===== config.mk =====
export PLATFORM = sky130hd
export DESIGN_NAME = alu_cu_gen
export DESIGN_NICKNAME = d
export VERILOG_FILES = /design/src/rtl/alu_cu_gen.sv
export SDC_FILE = /design/constraint.sdc
export NUM_CORES = 1
export LEC_CHECK = 0
export BUFFER_PORTS_ARGS = -buffer_cell sky130_fd_sc_hd__buf_2
export CAP_MARGIN = 20
export CORE_ASPECT_RATIO = 2
export CORE_UTILIZATION = 30
export DETAILED_ROUTE_END_ITERATION = 10
export PLACE_DENSITY = 0.6
export SYNTH_ARGS = -nofsm -noshare
export SYNTH_HDL_FRONTEND = slang
export SYNTH_SLANG_ARGS = --single-unit

===== constraint.sdc =====
create_clock -name CLK -period 3.6 [get_ports CLK]
set_input_delay 0.54 -clock CLK [delete_from_list [all_inputs] [get_ports CLK]]
set_output_delay 0.54 -clock CLK [all_outputs]
set_load 0.02 [all_outputs]

===== src/rtl/alu_cu_gen.sv =====
// alu_cu_gen: sequencing control unit for the WIDTH-bit A/Q/Q_1/M ALU datapath.
// Decodes OP and steps through add/sub, radix-2 Booth multiply and
// non-restoring divide, issuing one-hot control strobes per state.
// Optional feature macro: ALU_CU_DIVZERO_EN (early exit with ERR on divide by zero).
//
// Handshake: BGN is a level. In IDLE a sampled BGN=1 latches OP and starts a
// run; BGN is ignored while BUSY. On completion the unit sits in DONE with
// END=1 for as long as BGN stays high, and returns to IDLE on the first edge
// that samples BGN=0, so every run needs BGN to drop before the next start.
`timescale 1ns/1ps
module alu_cu_gen #(
    parameter  int WIDTH = 8,
    localparam int CW    = $clog2(WIDTH)
) (
    input  logic          CLK,
    input  logic          RST,
    input  logic          BGN,
    input  logic [1:0]    OP,
    input  logic          Q0,
    input  logic          Q_1,
    input  logic          A_MSB,
    input  logic          M_ZERO,
    output logic          c0,
    output logic          c2,
    output logic          c3,
    output logic          c4,
    output logic          c5,
    output logic          c6,
    output logic          c9,
    output logic          QBIT,
    output logic          c7,
    output logic          c8,
    output logic [CW-1:0] CNT,
    output logic          BUSY,
    output logic          END,
    output logic          ERR,
    output logic [3:0]    state_dbg
);

    typedef enum logic [3:0] {
        S_IDLE   = 4'd0,
        S_LOAD_A = 4'd1,
        S_LOAD_M = 4'd2,
        S_EXEC   = 4'd3,
        S_B_TEST = 4'd4,
        S_B_SHR  = 4'd5,
        S_D_SHL  = 4'd6,
        S_D_STEP = 4'd7,
        S_D_SETQ = 4'd8,
        S_D_CORR = 4'd9,
        S_OUT_A  = 4'd10,
        S_OUT_Q  = 4'd11,
        S_DONE   = 4'd12
    } state_t;

    localparam logic [CW-1:0] CNT_LAST = CW'(WIDTH - 1);

    state_t        state;
    state_t        state_nx;
    logic [1:0]    op_q;
    logic [CW-1:0] cnt_q;
    logic          sgn_q;
    logic          div_zero;
    logic          cnt_last;

    assign cnt_last = (cnt_q == CNT_LAST);

`ifdef ALU_CU_DIVZERO_EN
    logic err_q;

    assign div_zero = (op_q == 2'b11) && M_ZERO;

    // Divide-by-zero flag: set on the early exit, dropped when DONE is left.
    always_ff @(posedge CLK or negedge RST) begin
        if (!RST) begin
            err_q <= 1'b0;
        end else if (state == S_LOAD_M) begin
            err_q <= div_zero;
        end else if (state == S_DONE && !BGN) begin
            err_q <= 1'b0;
        end
    end

    assign ERR = err_q && (state == S_DONE);
`else
    logic unused_m_zero;

    assign unused_m_zero = M_ZERO;
    assign div_zero      = 1'b0;
    assign ERR           = 1'b0;
`endif

    // State register.
    always_ff @(posedge CLK or negedge RST) begin
        if (!RST) begin
            state <= S_IDLE;
        end else begin
            state <= state_nx;
        end
    end

    // Opcode latch, step counter (saturates at WIDTH-1) and divide sign bit.
    always_ff @(posedge CLK or negedge RST) begin
        if (!RST) begin
            op_q  <= 2'b00;
            cnt_q <= '0;
            sgn_q <= 1'b0;
        end else begin
            if (state == S_IDLE && BGN) begin
                op_q <= OP;
            end
            if (state == S_LOAD_A) begin
                cnt_q <= '0;
            end else if ((state == S_B_SHR || state == S_D_SETQ) && !cnt_last) begin
                cnt_q <= cnt_q + CW'(1);
            end
            // Sign of the partial remainder before the shift picks add or subtract.
            if (state == S_D_SHL) begin
                sgn_q <= A_MSB;
            end
        end
    end

    // Next-state and strobe decode; strobes depend on the registered state only
    // (plus the datapath status bits inside the Booth test and divide steps).
    always_comb begin
        state_nx = state;
        c0       = 1'b0;
        c2       = 1'b0;
        c3       = 1'b0;
        c4       = 1'b0;
        c5       = 1'b0;
        c6       = 1'b0;
        c9       = 1'b0;
        QBIT     = 1'b0;
        c7       = 1'b0;
        c8       = 1'b0;
        case (state)
            S_IDLE: begin
                if (BGN) state_nx = S_LOAD_A;
            end
            S_LOAD_A: begin
                c0       = 1'b1;
                state_nx = S_LOAD_M;
            end
            S_LOAD_M: begin
                c2 = 1'b1;
                if (div_zero) begin
                    state_nx = S_DONE;
                end else begin
                    case (op_q)
                        2'b00:   state_nx = S_EXEC;
                        2'b01:   state_nx = S_EXEC;
                        2'b10:   state_nx = S_B_TEST;
                        default: state_nx = S_D_SHL;
                    endcase
                end
            end
            S_EXEC: begin
                c3       = ~op_q[0];
                c4       = op_q[0];
                state_nx = S_OUT_A;
            end
            S_B_TEST: begin
                c4       = Q0 & ~Q_1;
                c3       = ~Q0 & Q_1;
                state_nx = S_B_SHR;
            end
            S_B_SHR: begin
                c5       = 1'b1;
                state_nx = cnt_last ? S_OUT_A : S_B_TEST;
            end
            S_D_SHL: begin
                c6       = 1'b1;
                state_nx = S_D_STEP;
            end
            S_D_STEP: begin
                c3       = sgn_q;
                c4       = ~sgn_q;
                state_nx = S_D_SETQ;
            end
            S_D_SETQ: begin
                c9       = 1'b1;
                QBIT     = ~A_MSB;
                state_nx = cnt_last ? S_D_CORR : S_D_SHL;
            end
            S_D_CORR: begin
                c3       = A_MSB;
                state_nx = S_OUT_A;
            end
            S_OUT_A: begin
                c7       = 1'b1;
                state_nx = op_q[1] ? S_OUT_Q : S_DONE;
            end
            S_OUT_Q: begin
                c8       = 1'b1;
                state_nx = S_DONE;
            end
            S_DONE: begin
                if (!BGN) state_nx = S_IDLE;
            end
            default: begin
                state_nx = S_IDLE;
            end
        endcase
    end

    assign CNT       = cnt_q;
    assign BUSY      = (state != S_IDLE) && (state != S_DONE);
    assign END       = (state == S_DONE);
    assign state_dbg = state;

endmodule


Word level (Yosys, flattened, before mapping)
Index checks and enable logic that the tools add are counted.
{ "word_totals": {"out_inout_bits": 20, "word_cells": 61, "regBits": 10} }
{ "classes": {"add_sub_neg": 1, "n_mux": 19, "bitwise": 7, "n_reduce_logical": 12, "n_eq_ne": 18} }
{ "op_table": {"columns": ["cell", "count"], "rows": [
  ["$pmux W4 S12", 1],
  ["$eq A4 B4 Y1 const B", 5],
  ["$eq A4 B3 Y1 const B", 4],
  ["$mux W4", 4],
  ["$mux W3", 3],
  ["$eq A4 B2 Y1 const B", 2],
  ["$mux W1", 8],
  ["$pmux W3 S2", 1],
  ["$not A1 Y1", 5],
  ["$eq A4 B1 Y1 const B", 1],
  ["$logic_not A4 Y1", 1],
  ["$ne A2 B2 Y1 const B", 2],
  ["$ne A4 B4 Y1 const B", 1],
  ["$pmux W1 S4", 1],
  ["$reduce_bool A4 Y1", 1],
  ["$reduce_or A2 Y1", 2],
  ["$add A3 B1 Y3 const B", 1],
  ["$eq A3 B3 Y1 const B", 1],
  ["$logic_and A1 B1 Y1", 3],
  ["$pmux W1 S3", 1],
  ["$and A1 B1 Y1", 2],
  ["$eq A2 B1 Y1 const B", 1],
  ["$eq A2 B2 Y1 const B", 1],
  ["$logic_not A2 Y1", 1],
  ["other kinds (4)", 4]
]} }

Longest topological paths before layout
{ "depth": {"ltp_word": 5, "depth_mapped": 6, "mapped_depth_nobuf": 6} }

Worst setup path before layout
Ideal clock, no wire load.
{ "synth_path": {"kind": "reg-to-output", "startpoint": "register state[1], in the netlist state_dbg[1]", "endpoint": "output port QBIT", "required_ps": 3060, "path_stages_with_launch": 4, "t_arrival_ps": 1503, "path_slack_ps": 1557, "cell_sequence": "dfrtp_1 buf_2 buf_6 nor4_1"} }
{ "synth_via": {"elab_chain_cells": 2} }
{ "synth_rtl": {"columns": ["item", "line_no", "source"], "rows": [
  ["from (decl)", "58", "state_t state;"],
  ["from (signal assigned)", "98", "state <= state_nx;"],
  ["$eq A4 B4 Y1", "138", "case (state)"],
  ["$mux W1", "138", null],
  ["to (decl)", "30", "output logic QBIT,"]
]} }
No other way between the ends.

Worst setup path after layout
{ "layout_path": {"startpoint": "register state[2], in the netlist state_dbg[2]", "endpoint": "output port c3"} }
{ "layout_via": {"elab_chain_cells": 2, "elab_cells_between_ends": 5, "cone_classes": "4 x eq/ne; 1 x mux"} }
{ "layout_rtl": {"columns": ["item", "line_no", "source"], "rows": [
  ["$eq A4 B4 Y1, or another cell as far along", "138", null],
  ["$pmux W1 S4 (*)", "138", null],
  ["to (decl)", "25", "output logic c3,"]
]} }
Mark *: on every way between the ends. The rest lies on a longest branch, timed or not.

==> summary.md <==
| Metric | Value |
|---|---|
| Synth Flop Type | dfrtp_1 |
| Crit. Startpoint | state_dbg[2]$_DFFE_PN0P_ |
| CP Max Fanout | 22 |
| Clock-pin slew on the worst setup and hold paths | 0.05 ns |
| Post-synth cell types | 39 |
| Fmax achieved | 433 MHz |
| Seq/Total Area, Yosys | 0.298 |
| Largest net degree at the start of global routing | 23 |
| Crit path kind | reg2out |
| Synth Warn # | 0 |
| CP Cell Sequence | nand2b_1 > o22ai_1 > buf_2 |
| Pleak | 0.484 nW |
| Die ar. | 3030 sq um |
| Worst-margin pin slew | 0.757 ns |
| All-Layer GR Usage | 0.145 |
| Root Buffer Master | clkbuf_8 |
| PostCTS Resize Cnt | 0 |
| Clk_skew | 0.00599 ns |
| CP max-delay cell | dfrtp_1 |
| Slew HR | 0.495 |
| Routed Antenna Nets | 0 |
| R2R depth | 3 |
| Crit path to | c3 |
| Peak VDD IR | 0.451 mV |
| Commonest cells post-synth | dfrtp_1, nor2_1, nand2b_1 |
| WL/cell | 14.3 um |
| Worst skew pair latency | 0.24 ns |
| Fin Setup TNS | 0 ns |
| Most common cell in the netlist | dfrtp_1 |
| CP Launch Type | flip-flop |
| Footprint of the multi-input gates | 519 sq um |
| Postcts setup bufs | 0 |
| Antenna violations before repair | 0 |
| Max-slew violations | 0 |
| Endpoints failing hold | 0 |
| Remaining Overflow, GRT | 0 |
| Vias/cell | 5.29 |
| Initial Util | 0.323 |
| Port Buf Inserts | 26 |
| Total power divided by cell area | 971 nW/um^2 |
| DPL Wire Length | 1380 um |
| First-pass GRT wire length | 3230 um |
| Post-synthesis instance total | 88 |
| Max-cap violations | 0 |
| Top cell type by total area after synthesis | dfrtp_1 |
| WP data arrival | 1.77 ns |
| TritonCTS Buffers | 3 |
| Gpl congestion | 0.762 |
| Critical R2R Capture | sgn_q$_DFFE_PN0P_ |
| RSZ-0062 raised after global routing | no |
| Post-Syn Nets | 99 |
| Synth async-reset ratio | 1.00 |
| Vias | 730 |
| HP Class | in2async |
| Register area | 250 sq um |
| Die X | 39.4 um |
| Synthesized flop and latch total | 10 |
| Clock sinks | 10 |
| Post-synthesis cell area | 840 sq um |
| H-tree levels | 1 |
| EDFF count, synth | 0 |
| ANT cells | 0 |
| Minimum clock period | 2.31 ns |
| Mean Syn Cell Area | 9.54 sq um |
| Final #Nets | 122 |
| Fillers | 290 |
| Worst r2r src | state_dbg[2]$_DFFE_PN0P_ |
| R2r setup slk | 1.87 ns |
| Core Region | 2600 sq um |
| Vias in the first global route | 744 |
| CP required | 3.06 ns |
| Delay-heaviest family, CP | flip-flops |
| WP buf/inv | 1 |
| Num rows | 26 |
| Crit. End Element | output port |
| DRT iter0 DRCs | 12 |
| Hold WS | 0.162 ns |
| Max incr delay on CP | 0.80 ns |
| # DRC | 0 |
| # setup viols final | 0 |
| CTS tree | built |
| Fin crit share | 0.642 |
| Hold_buf cts | 0 |
| Status | finished, final reports clean |
| Total wire length | 1970 um |
| Die Y | 76.8 um |
| Area grow syn2layout | 18.3% |
| Fraction of layout cells with a size suffix above 1 | 0.409 |
| # IOs | 29 |
| Clock buffer depth | 2 |
| TritonRoute pass-1 iters | 4 |
| Area contributors post-synth | dfrtp_1, nand2b_1, mux2i_1 |
| Post-synth top area share | 0.298 |
| WP depth | 3 |
[stage by stage]
stage	std cells	power (mW)	utilization	worst slack (ns)	instance area [sq um]
3_5_place_dp	134	0.821	0.361	1.56	938
2_1_floorplan	88	0.724	-	1.56	840
4_1_cts	138	0.970	0.382	1.31	993
5_1_grt	138	1.03	0.382	1.13	993
6_report	138	0.964	0.382	1.29	993
3_3_place_gp	134	0.809	0.361	1.60	938
[worst register-to-register path: cells and delay by family, from the launching register on]
kind	cells	cell delay, ns
DFF	1	0.80
muxes	1	0.33
and+or+nand+nor	2	0.47
[power by group]
group | switching, mW | internal, mW
logic | 0.279 | 0.224
registers | 0.155 | 0.164
clock network | 0.0460 | 0.0963
[metal layers]
layer  vias up  routed length [um]  part of all wire  GRT usage
li1        353                   -                 -          -
met1       356                 778              0.40      0.174
met2        19                1110              0.56      0.243
met3         2                  65             0.033    0.00867
met4         0                  19            0.0096     0.0724
met5         -                   0                 0          0
[sequential cells by signal, indices dropped and copies added (netlist names)]
name / count
op_q: 2
sgn_q: 1
state_dbg: 4
CNT: 3
[layout by cell type, fill, tap and decap left out, types with 2 or more instances in the layout]
| cell type | n |
|---|---|
| buf_2 | 26 |
| nor3_2 | 3 |
| o21ai_1 | 3 |
| nor2_2 | 3 |
| nor2_1 | 9 |
| o22ai_1 | 2 |
| ha_1 | 2 |
| clkbuf_8 | 4 |
| dfrtp_1 | 10 |
| nand3_1 | 3 |
| nand2b_1 | 8 |
| nand2_1 | 2 |
| nor4_1 | 2 |
| and3b_1 | 2 |
| a21oi_1 | 3 |
| mux2i_1 | 4 |
| mux2_1 | 3 |
[worst min path at each step]
stage / to / slack, ns / cells after the start
2_1_floorplan: CNT[0]$_DFFE_PN0P_ / 0.24 / 0
3_3_place_gp: op_q[0]$_DFFE_PN0P_ / 0.41 / 1
3_5_place_dp: op_q[0]$_DFFE_PN0P_ / 0.42 / 1
4_1_cts: CNT[0]$_DFFE_PN0P_ / 0.16 / 1
5_1_grt: CNT[0]$_DFFE_PN0P_ / 0.18 / 1
6_report: CNT[0]$_DFFE_PN0P_ / 0.16 / 1
[cell type report]
type | instances | area share
well taps | 28 | 0.0353
repair buffers | 26 | 0.131
multi-input cells | 69 | 0.523
clock buffers | 4 | 0.0554
inverters | 1 | 0.00378
flip-flops and latches | 10 | 0.252
[cells by family after synthesis]
logic type	Yosys count	synth area share
AND/OR/NAND/NOR	41	0.323
AO/OA/AOI/OAI	17	0.162
flip-flops	10	0.298
buffers and inverters	9	0.0834
multiplexers	7	0.0879
adder cells (fa/ha/maj)	2	0.0298
other	1	0.00447
XOR/XNOR	1	0.0104
(Power assumes the default switching activity.)
